--- src/rtl/rgb2raw_bayer.sv ---
// rgb2raw_bayer
// Re-mosaics an 8-bit RGB pixel stream into a 10-bit raw Bayer stream with
// FVAL/LVAL framing. It is the inverse of the demosaic path, so the line-buffer /
// demosaic chain can be driven from memory or a test source instead of the sensor.
//
// Ports
//   CLK        pixel clock, rising edge
//   RST        asynchronous reset, active-high
//   EN         run frames (sampled only at frame boundaries)
//   iRed/iGreen/iBlue, iVALID   RGB input, pushed on iVALID & oREADY
//   iPATTERN   (TEST_PATTERN_EN only) colour-bar frame select, sampled at frame start
//   oREADY     input FIFO not full
//   oDATA      raw Bayer pixel, channel v expanded as {v, v[7:6]}
//   oFVAL/oLVAL frame / line valid
//   oX_Cont/oY_Cont pixel / line index inside the active window, else 0
//   oUNDERRUN  sticky: an active pixel found the FIFO empty this frame
//
// Build option: define TEST_PATTERN_EN to add the iPATTERN input and the internal
// colour-bar generator. Without it the pixel source is always the FIFO.
module rgb2raw_bayer #(
    parameter int unsigned H_ACTIVE    = 640,
    parameter int unsigned H_BLANK     = 160,
    parameter int unsigned V_ACTIVE    = 480,
    parameter int unsigned V_BLANK     = 45,
    parameter logic [1:0]  BAYER_PHASE = 2'd0,
    parameter int unsigned FIFO_DEPTH  = 4
) (
    input  logic        CLK,
    input  logic        RST,
    input  logic        EN,
    input  logic [7:0]  iRed,
    input  logic [7:0]  iGreen,
    input  logic [7:0]  iBlue,
    input  logic        iVALID,
`ifdef TEST_PATTERN_EN
    input  logic        iPATTERN,
`endif
    output logic        oREADY,
    output logic [9:0]  oDATA,
    output logic        oFVAL,
    output logic        oLVAL,
    output logic [10:0] oX_Cont,
    output logic [10:0] oY_Cont,
    output logic        oUNDERRUN
);

    localparam int unsigned AW = (FIFO_DEPTH > 2) ? $clog2(FIFO_DEPTH) : 1;
    localparam logic [AW:0]   FIFO_FULL  = (AW + 1)'(FIFO_DEPTH);
    localparam logic [10:0]   H_ACT_LAST = 11'(H_ACTIVE - 1);
    localparam logic [10:0]   H_BLK_LAST = 11'(H_BLANK - 1);
    localparam logic [10:0]   H_TOT_LAST = 11'(H_ACTIVE + H_BLANK - 1);
    localparam logic [10:0]   V_ACT_LAST = 11'(V_ACTIVE - 1);
    localparam logic [10:0]   V_BLK_LAST = 11'(V_BLANK - 1);
`ifdef TEST_PATTERN_EN
    localparam logic [10:0]   BAR_W      = 11'(H_ACTIVE / 8);
`endif

    typedef enum logic [1:0] {IDLE, VBLANK, HACTIVE, HBLANK} stateT;

    stateT         state;
    logic [10:0]   hCnt;      // clock within the current line (blank or active)
    logic [10:0]   vCnt;      // blank-line count in VBLANK, active line otherwise

    // Input FIFO
    logic [23:0]   fifoMem [FIFO_DEPTH];
    logic [AW-1:0] wrPtr;
    logic [AW-1:0] rdPtr;
    logic [AW:0]   fifoCount;
    logic          fifoEmpty;
    logic          fifoFull;
    logic          doPush;
    logic          doPop;

    logic          patFrame;
    logic          underrunNow;
    logic          rowOdd;
    logic          colOdd;
    logic [23:0]   srcPix;
    logic [7:0]    chan;
    logic [9:0]    pixData;
`ifdef TEST_PATTERN_EN
    logic [2:0]    barIdx;
    logic [23:0]   barPix;
`else
    assign patFrame = 1'b0;
`endif

    assign fifoEmpty   = (fifoCount == '0);
    assign fifoFull    = (fifoCount == FIFO_FULL);
    assign oREADY      = !RST && !fifoFull;
    // A push while full is dropped even if a pop frees a slot on the same clock.
    assign doPush      = iVALID && !fifoFull;
    assign doPop       = (state == HACTIVE) && !patFrame && !fifoEmpty;
    assign underrunNow = (state == HACTIVE) && !patFrame && fifoEmpty;

    always_ff @(posedge CLK) begin
        if (doPush) begin
            fifoMem[wrPtr] <= {iRed, iGreen, iBlue};
        end
    end

    always_ff @(posedge CLK or posedge RST) begin
        if (RST) begin
            wrPtr     <= '0;
            rdPtr     <= '0;
            fifoCount <= '0;
        end else begin
            if (doPush) wrPtr <= wrPtr + AW'(1);
            if (doPop)  rdPtr <= rdPtr + AW'(1);
            fifoCount <= fifoCount + (AW + 1)'(doPush) - (AW + 1)'(doPop);
        end
    end

    // CFA channel pick and 8->10 bit expansion for the pixel of the current clock
    always_comb begin
        rowOdd = vCnt[0] ^ BAYER_PHASE[1];
        colOdd = hCnt[0] ^ BAYER_PHASE[0];
`ifdef TEST_PATTERN_EN
        barIdx = 3'(hCnt / BAR_W);
        // Bar order white..black is a binary count with R=~b1, G=~b2, B=~b0
        barPix = {{8{~barIdx[1]}}, {8{~barIdx[2]}}, {8{~barIdx[0]}}};
        srcPix = patFrame ? barPix : fifoMem[rdPtr];
`else
        srcPix = fifoMem[rdPtr];
`endif
        if (rowOdd == colOdd) begin
            chan = srcPix[15:8];
        end else if (colOdd) begin
            chan = srcPix[23:16];
        end else begin
            chan = srcPix[7:0];
        end
        pixData = {chan, chan[7:6]};
    end

    // Frame timing FSM with registered outputs (outputs lag the state by one clock)
    always_ff @(posedge CLK or posedge RST) begin
        if (RST) begin
            state     <= IDLE;
            hCnt      <= '0;
            vCnt      <= '0;
            oDATA     <= '0;
            oFVAL     <= 1'b0;
            oLVAL     <= 1'b0;
            oX_Cont   <= '0;
            oY_Cont   <= '0;
            oUNDERRUN <= 1'b0;
`ifdef TEST_PATTERN_EN
            patFrame  <= 1'b0;
`endif
        end else begin
            oDATA   <= '0;
            oFVAL   <= 1'b0;
            oLVAL   <= 1'b0;
            oX_Cont <= '0;
            oY_Cont <= '0;
            unique case (state)
                IDLE: begin
                    if (EN) begin
                        state <= VBLANK;
                        hCnt  <= '0;
                        vCnt  <= '0;
                    end
                end
                VBLANK: begin
                    if (hCnt == H_TOT_LAST) begin
                        hCnt <= '0;
                        if (vCnt == V_BLK_LAST) begin
                            state    <= HACTIVE;
                            vCnt     <= '0;
`ifdef TEST_PATTERN_EN
                            patFrame <= iPATTERN;
`endif
                        end else begin
                            vCnt <= vCnt + 11'd1;
                        end
                    end else begin
                        hCnt <= hCnt + 11'd1;
                    end
                end
                HACTIVE: begin
                    oFVAL   <= 1'b1;
                    oLVAL   <= 1'b1;
                    oX_Cont <= hCnt;
                    oY_Cont <= vCnt;
                    oDATA   <= underrunNow ? 10'd0 : pixData;
                    // First pixel of a frame restarts the sticky flag but still counts itself
                    if (hCnt == '0 && vCnt == '0) begin
                        oUNDERRUN <= underrunNow;
                    end else if (underrunNow) begin
                        oUNDERRUN <= 1'b1;
                    end
                    if (hCnt == H_ACT_LAST) begin
                        hCnt  <= '0;
                        state <= HBLANK;
                    end else begin
                        hCnt <= hCnt + 11'd1;
                    end
                end
                HBLANK: begin
                    oFVAL   <= 1'b1;
                    oY_Cont <= vCnt;
                    if (hCnt == H_BLK_LAST) begin
                        hCnt <= '0;
                        if (vCnt == V_ACT_LAST) begin
                            vCnt  <= '0;
                            state <= EN ? VBLANK : IDLE;
                        end else begin
                            vCnt  <= vCnt + 11'd1;
                            state <= HACTIVE;
                        end
                    end else begin
                        hCnt <= hCnt + 11'd1;
                    end
                end
            endcase
        end
    end

endmodule

--- config.mk ---
export PLATFORM = sky130hd
export DESIGN_NAME = rgb2raw_bayer
export DESIGN_NICKNAME = d
export VERILOG_FILES = /design/src/rtl/rgb2raw_bayer.sv
export SDC_FILE = /design/constraint.sdc
export NUM_CORES = 1
export LEC_CHECK = 0
export BUFFER_PORTS_ARGS = -buffer_cell sky130_fd_sc_hd__buf_2
export CAP_MARGIN = 15
export CORE_MARGIN = 5
export CORE_UTILIZATION = 47
export CTS_BUF_LIST = sky130_fd_sc_hd__clkbuf_8
export DETAILED_ROUTE_END_ITERATION = 7
export MAX_ROUTING_LAYER = met4
export PLACE_DENSITY = 0.66
export SLEW_MARGIN = 20
export SYNTH_ARGS = -nofsm -noshare
export SYNTH_HDL_FRONTEND = slang
export SYNTH_SLANG_ARGS = --single-unit
--- constraint.sdc ---
create_clock -name CLK -period 3.2 [get_ports CLK]
set_input_delay 0.16 -clock CLK [delete_from_list [all_inputs] [get_ports CLK]]
set_output_delay 0.16 -clock CLK [all_outputs]
set_load 0.02 [all_outputs]
==> reports/summary.md, run 1 <==
For the worst-skew pair, the clock arrives at the later sink with an insertion delay of 0.45 ns. The post-synthesis register bit count is 160. The clock passes through at most 2 buffers. Ranked by instance count, the synthesized netlist is headed by 96 x edfxtp_1, 64 x dfrtp_1, 29 x o21ai_0.

The cell family contributing the most delay on the critical path was adder cells. Measured in cells, the most critical reg-to-reg path has a length of 9. The setup path with the least slack is of type reg2reg.

The vertical die dimension works out to 128.4 um. 0 antenna diodes ended up in the layout. After the first detailed-routing iteration, the DRC count stood at 269. The tools report the root buffer selected by CTS as clkbuf_8. The tool flagged a number of max-cap violations equal to 0. Clock-pin slew was measured on the worst setup and hold paths at 0.08 ns. The synthesized design devotes to its leading area cell type 43.73% of total area. The area growth from synthesis to final layout is 17.10%, and the synthesized-area fraction occupied by ao, oa, aoi and oai cells is 6.965%. The die area was 16500 um2. The simple-gate area share of the yosys netlist was 10.27%.

The count of buffers added on input and output ports is 63. The netlist area before placement was 6593 um2. The slowest stage of the critical path is the dfrtp_1 cell. In the final routed layout, each cell accounts on average for 17.30 um. Number of global-route vias before repair: 3912.

The count of nets left with antenna violations once routing finished came out at 0. Traced cell by cell, the critical path runs through nand2b_1 -> inv_1 -> nand2_1 -> inv_1 -> ha_1 -> inv_1 -> ha_1 -> fa_1 -> xnor2_1. Yosys mapped the design onto 49 distinct sky130hd cell types.

In this run the tightest slew margin relative to its limit is 39.28%. In the finished design, the share of the clock period the worst path needs comes to 76.90%. The number of H-tree branching levels is 4. For the data required time at the worst endpoint, the log shows 3.54 ns. Synthesis produced 443 cells. The worst setup path is launched from a flip-flop.

The prevailing post-synth register cell is edfxtp_1. The area of the core region is 13830 um2, and the largest net degree at the start of global routing is 63. The flow ran to the end, and the final reports show no timing, DRC or antenna violations. The die is 128.4 um wide. The proportion of synthesized chip area in sequential cells is 68.02%, and the final-report max-slew violation count is 0. TritonCTS created 17 clock buffers.

The fraction of registers with async set/reset is 40.00%. Kind of path behind the tightest hold check: in2reg. The maximum vdd drop was 376.7 uV. After routing the design area is 7720 um2. For the final database, setup skew stands at 0.01240 ns. The global router's overall resource usage was 16.77%.

The tools report the total detailed-routing wirelength as 12.54 mm. The weighted congestion reported at the end of routability-driven placement came out at 0.7931. The area share of xor/xnor cells in the synthesized design was 1.063%; the total leakage power was 3.086 nW. Final sum of negative setup slack: 0 ns. The floorplan row count is 43. Subtracting the final worst setup slack from the clock period gives 2.461 ns. Global routing finished with a remaining overflow of 0. The mux contribution to synthesized area is 8.351%, and the instance area after placement is 7062 um2.

The first global-routing pass estimated 20.36 mm of wire. Of the total synthesized cell area, the portion taken by full adders, half adders and majority gates is 2.202%. Along the worst path, the maximum fanout reaches 12. For this run, the number of Yosys warnings is 0.

In the post-synthesis netlist, the cell with the most instances is edfxtp_1. For the final hold violation count, the log shows 0. The layout has 1128 filler cells. Summing internal, switching and leakage power gives 4.879 mW. The layout cell share with drive strength beyond 1 is 24.04%. The number of antenna violations at the first check in global routing is 0, and the instance count on the critical path is 9. Number of search-and-repair iterations in the first detailed-routing pass: 4. TritonCTS built the clock tree. At the end of the flow, the number of nets in the layout was 573. The highest achievable clock rate was 0.4064 GHz; the slew of the pin with the lowest slew margin was 0.9107 ns. By instance count, the cell type seen most on the critical path is inv_1. Setup repair after global routing left no endpoint under its margin.

The via-per-instance ratio is 5.331. In this run the power density over the cells is 632.0 nW/um2. When the netlist entered floorplanning its net count stood at 482.

The total clock sinks was 160; the data arrival time of the critical path was 2.80 ns. For this configuration, the core starts out at a cell density of 47.68%. After legalization and detailed placement, the total HPWL measured 8.160 mm.

Each instance of the synthesized netlist takes up on average 14.88 um2. Pin placement for this block handled 64 I/O pins. The number of setup buffers added after CTS came out at 0.

By area the synthesized netlist is led by edfxtp_1 44%, dfrtp_1 24%, mux4_2 8.2%. The routed layout has 3865 vias. The top cell type by total area after synthesis is edfxtp_1.

Setup violations remaining at the end of the flow were counted as 0. The delay of the slowest critical-path stage was 0.48 ns. The combinational family with the most area after synthesis was simple AND/OR/NAND/NOR gates.

The worst path buffer plus inverter count is 3. The number of synthesized flops with an enable pin came out at 96. The tools report the type of element capturing the critical path as a flip-flop. For this run, design rule violations remaining after detail routing come to 0. Along the worst hold path, the cell count comes to 3.
-- placed cells by master, fill, tap and decap left out, types with 7 or more instances in the layout --
cell type | synthesis | final
dlygate4sd3_1 | 0 | 25
edfxtp_1 | 96 | 96
nor2_1 | 19 | 19
nand2_1 | 21 | 21
mux4_2 | 24 | 24
buf_4 | 4 | 9
ha_1 | 10 | 10
inv_1 | 18 | 20
a21oi_1 | 18 | 18
and2_1 | 25 | 25
a22oi_1 | 8 | 8
clkbuf_8 | 0 | 17
dfrtp_1 | 64 | 64
o21ai_0 | 29 | 29
nand3_1 | 11 | 11
buf_2 | 12 | 63
nor3_1 | 7 | 7
-- sequential cells by signal, summed over array words and instances (netlist names), 2 cells and up --
name,count
hCnt,11
fifoMem,96
wrPtr,2
oDATA,8
fifoCount,3
state,2
rdPtr,2
vCnt,11
oX_Cont,11
oY_Cont,11
-- timing repair --
action                                 4_1_cts  5_1_grt
setup endpoints to repair                    0        0
hold buffers                                25        0
gates resized for setup                      0        0
endpoints found under the hold margin       98        0
-- where the power goes --
part | leakage [nW] | internal, mW | switching [mW]
clock | 0.213 | 0.832 | 0.691
combinational | 1.14 | 0.255 | 0.383
sequential | 1.73 | 2.54 | 0.175
-- logic make-up (layout without fill, tap and decap cells) --
| logic type | after synthesis | in the layout |
|---|---|---|
| buffers and inverters | 43 | 145 |
| xor gates and xnor gates | 8 | 8 |
| adders and majority gates | 11 | 11 |
| muxes | 25 | 25 |
| and+or+nand+nor | 121 | 121 |
| AOI/OAI and AO/OA | 75 | 75 |
| DFF | 160 | 160 |
-- final timing paths --
| path | from | end | slack, ns |
|---|---|---|---|
| min in group asynchronous | RST | wrPtr[0] | 0.13 |
| max | state[0] | fifoCount[2] | 0.74 |
| min | EN | state[0] | 0.03 |
| max in group asynchronous | RST | vCnt[4] | 2.12 |
| min reg2reg | oUNDERRUN | oUNDERRUN | 0.53 |
| max reg2reg | state[0] | fifoCount[2] | 0.74 |
-- per-layer routing --
metal,vias up,GRT usage (%),share of wire [%]
met5,-,-,0
met4,0,5.743,1.0
met3,14,4.525,5.1
met2,88,27.09,52
met1,1919,20.54,42
li1,1844,-,-
-- through the flow --
step	utilization, %	std cells	worst slack, ns	hold WS, ns
floorplan	-	443	1.059	0.2589
global placement	51.07	670	0.7882	0.03981
detailed placement	51.07	670	0.7235	0.03789
CTS	55.83	725	0.7085	0.003446
global route	55.83	725	0.5076	0.02113
finish	55.83	725	0.7391	0.03404
-- cell type report --
type	instances	area (um2)	area share, %
Sequential cell	160	4484	58.09
Multi-Input combinational cell	240	1902	24.64
Timing Repair Buffer	97	633.1	8.201
Clock buffer	17	234.0	3.031
Tap cell	180	225.2	2.917
Clock inverter	13	173.9	2.253
Inverter	18	67.56	0.8752
-- worst reg2reg max path, stage by stage, from the launching register on --
cell and delay [ns]:
dfrtp_1 0.48, nand2b_1 0.22, inv_1 0.18, nand2_1 0.33
inv_1 0.12, ha_1 0.29, inv_1 0.04, ha_1 0.18
fa_1 0.38, xnor2_1 0.13
No activity file was read; power rests on OpenSTA's default activity.
==> run 2: changes to the inputs <==
--- a/config.mk
+++ b/config.mk
@@ -12,7 +12,7 @@
 export CTS_BUF_LIST = sky130_fd_sc_hd__clkbuf_8
 export DETAILED_ROUTE_END_ITERATION = 7
 export MAX_ROUTING_LAYER = met4
-export PLACE_DENSITY = 0.66
+export PLACE_DENSITY = 0.68
 export SLEW_MARGIN = 20
 export SYNTH_ARGS = -nofsm -noshare
 export SYNTH_HDL_FRONTEND = slang
==> constraint.sdc (replaced) <==
create_clock -name CLK -period 2.2 [get_ports CLK]
set_input_delay 0.11 -clock CLK [delete_from_list [all_inputs] [get_ports CLK]]
set_output_delay 0.11 -clock CLK [all_outputs]
set_load 0.02 [all_outputs]
==> run 2 against run 1 <==
  * Critical path depth shrank 1
  * Total power increased by 43%
  * Die area unchanged
  * Global-route usage is 0.46 points higher
  * Clock power grew 32%
  * First-iteration DRC count rose by 12%
  * Sequential share of layout area fell by 1.1 points
  * Clock skew is 0.0014 ns higher
  * Flip-flop and latch count unchanged
  * Core utilization grew 1.1 points
  * Register-to-register slack worse by 0.61 ns
==> reports/summary.md, run 2 (same netlist as run 1, synthesis figures left out) <==
The logs give 46.83% (+7.5 points) for the tightest slew margin relative to the limit and 56.95% (+1.1 points) for the core utilization of the finished layout. The data arrival time of the critical path is 2.40 ns (-0.40 ns), and the floorplan row count is 43 (unchanged). The data required time at the worst endpoint is 2.53 ns (-1.01 ns), and the final-stage net count is 593 (+3.5%).

For the number of setup buffers added after CTS, the log shows 0 (unchanged). Insertion delay of the later-clocked pin in the worst-skew pair: 0.45 ns (about the same). The post-detailed-placement half-perimeter wirelength was 8.309 mm (+1.8%).

The area of the core region is 13830 um2 (unchanged), and the total of endpoints with negative setup slack in the final report is 0 (unchanged). The routed via count is 4049 (+4.8%), and the ratio of final minimum period to clock period is 94.00% (+17 points). The final hold violation count is 0 (unchanged), and the clock-pin transition on the worst setup and hold timing paths is 0.08 ns (about the same). The clock skew was 0.01379 ns (+0.001391 ns); the maximum vdd drop was 703.9 uV (+87%). The total leakage power was 3.175 nW (+2.9%). Post-place setup slack: -0.002897 ns (-0.7264 ns).

For the final-report max-slew violation count, the log shows 0 (unchanged). The count of routing violations after the opening detailed-route iteration is 301 (+12%). The final worst-path setup slack was 0.1321 ns (-0.6070 ns). The run finished with clean final reports.

The tools report the total of fill cells in the finished design as 1121 (-0.62%). The largest fanout on the critical path was 4 (-8); the largest buffer count on any clock path was 2 (unchanged). The remaining global-route overflow is 0 (unchanged), and the area growth from synthesis to final layout is 19.45%. Leaving out fill and tap cells, the most frequent cells in the layout are 96 x edfxtp_1, 64 x dfrtp_1, 63 x buf_2. The run gives 0 (unchanged) as the number of violations of the max-capacitance limit. The layout cell share with drive strength beyond 1 was 27.16% (+3.1 points). The number of DRC violations after detailed routing was 0 (unchanged); the via-per-instance ratio was 5.420 (+1.7%). Setup repair after global routing left no endpoint under its margin. Counting flops per register, the top entry is fifoMem. The number of flip-flops under the largest register name is 96 (unchanged), and the number of global-route vias before repair is 4110 (+5.1%). The root buffer selected by CTS is clkbuf_8. The initial core utilization is 47.68% (unchanged). The type of element capturing the critical path is a flip-flop. The slew of the pin with the lowest slew margin works out to 0.7914 ns (-0.1193 ns).

The run gives 17 (unchanged) as the number of buffers added by the clock tree synthesis step. The vertical die dimension was 128.4 um (unchanged). The worst setup path is of the reg2reg kind. The overall die width is 128.4 um (unchanged), and the final sum of negative setup slack is 0 ns (unchanged). TritonCTS built the clock tree. The number of inserted diodes is 0 (unchanged).

The tools report the total power after layout as 6.977 mW (+43%). The kind of path behind the tightest hold check is in2reg. The run gives 34 (-46%) as the largest net degree at the start of global routing. The most frequent standard cell in the layout excluding fill and tap cells is edfxtp_1.

The run gives 160 (unchanged) as the total clock sinks. The total power divided by cell area works out to 886.0 nW/um2 (+40%). The number of placed I/O pins is 64 (unchanged).

The total detailed-routing wirelength is 12.82 mm (+2.2%). The tools report the highest achievable clock rate as 0.4836 GHz (+19%). The mean routed wirelength per cell works out to 17.16 um (-0.80%). The final period demand of the worst path came out at 2.068 ns (-0.3930 ns).

The final antenna-violating net count came out at 0 (unchanged). The logs give 0.8713 (+9.9%) for the weighted congestion reported at the end of routability-driven placement and 0 (unchanged) for the number of antenna violations at the first check in global routing. The run gives 4 (unchanged) as the number of H-tree branching levels. The wire length of the first global-routing pass is 21.11 mm (+3.7%). The tools report the die area as 16500 um2 (unchanged).

Count of input and output buffers: 63 (unchanged). The sort of element at the start of the critical path was a flip-flop. The logs give 6 (+2) for the number of search-and-repair iterations in the first detailed-routing pass and 17.23% (+0.46 points) for the global router's overall resource usage.
==> run 2: changes by cell type in the layout (fill, tap and decap cells not counted), moves of 2 or more <==
| cell | previous run | this run |
|---|---|---|
| clkinvlp_4 | 1 | 4 |
| clkbuf_8 | 17 | 20 |
| bufinv_16 | 4 | 1 |
| buf_4 | 9 | 26 |
| buf_12 | 0 | 2 |
==> run 2: report_power, final <==
group | total (mW) | internal (mW) | switching (mW)
combinational | 1.10 | 0.450 | 0.655
sequential | 3.88 | 3.70 | 0.176
clock | 2.00 | 0.970 | 1.03
==> run 2: metal layers <==
layer  GRT usage [%]  vias up  share of wire, %
li1                -     1885                 -
met3           4.940       17               5.4
met1           20.94     2024                42
met4           4.619        0               1.4
met2           28.44      123                52
met5               -        -                 0
==> run 2: worst paths after layout <==
check	start	endpoint	slack [ns]	cells past startpoint
setup / recovery	fifoCount[1]	fifoCount[2]	0.13	8
hold reg to reg	fifoCount[0]	fifoCount[0]	0.55	1
setup reg to reg	fifoCount[1]	fifoCount[2]	0.13	8
max in group asynchronous	RST	vCnt[2]	1.27	4
min in group asynchronous	RST	oX_Cont[4]	0.32	3
hold / removal	iVALID	wrPtr[0]	0.19	4
==> run 2: cell type report <==
class | count | area (um2) | share of cell area, %
inverters | 18 | 67.56 | 0.8580
well taps | 180 | 225.2 | 2.860
multi-input cells | 240 | 1914 | 24.31
repair buffers | 117 | 810.8 | 10.30
clock buffers | 20 | 275.3 | 3.495
clock inverters | 12 | 97.59 | 1.239
flip-flops and latches | 160 | 4484 | 56.94
==> run 2: repair_timing <==
| action | in CTS | in global routing |
|---|---|---|
| endpoints found under the hold margin | 128 | 0 |
| cloned | 0 | 0 |
| endpoints found under the setup margin | 2 | 6 |
| resized for setup | 1 | 3 |
| hold buffers | 26 | 0 |
==> run 2: stage by stage <==
step | area, um2 | hold slack (ns) | instances
detailed placement | 7229 | 0.2655 | 689
floorplan | 6593 | 0.2089 | 443
CTS | 7870 | 0.1643 | 747
finish | 7875 | 0.1918 | 747
global placement | 7229 | 0.2607 | 689
global route | 7875 | 0.1890 | 747
==> run 2: critical path, cell delays in order, from the launching register on <==
cell	delay, ns
dfrtp_1	0.42
or3_1	0.38
nand2_1	0.11
inv_1	0.06
ha_1	0.27
inv_1	0.04
ha_1	0.18
fa_1	0.37
xnor2_1	0.13
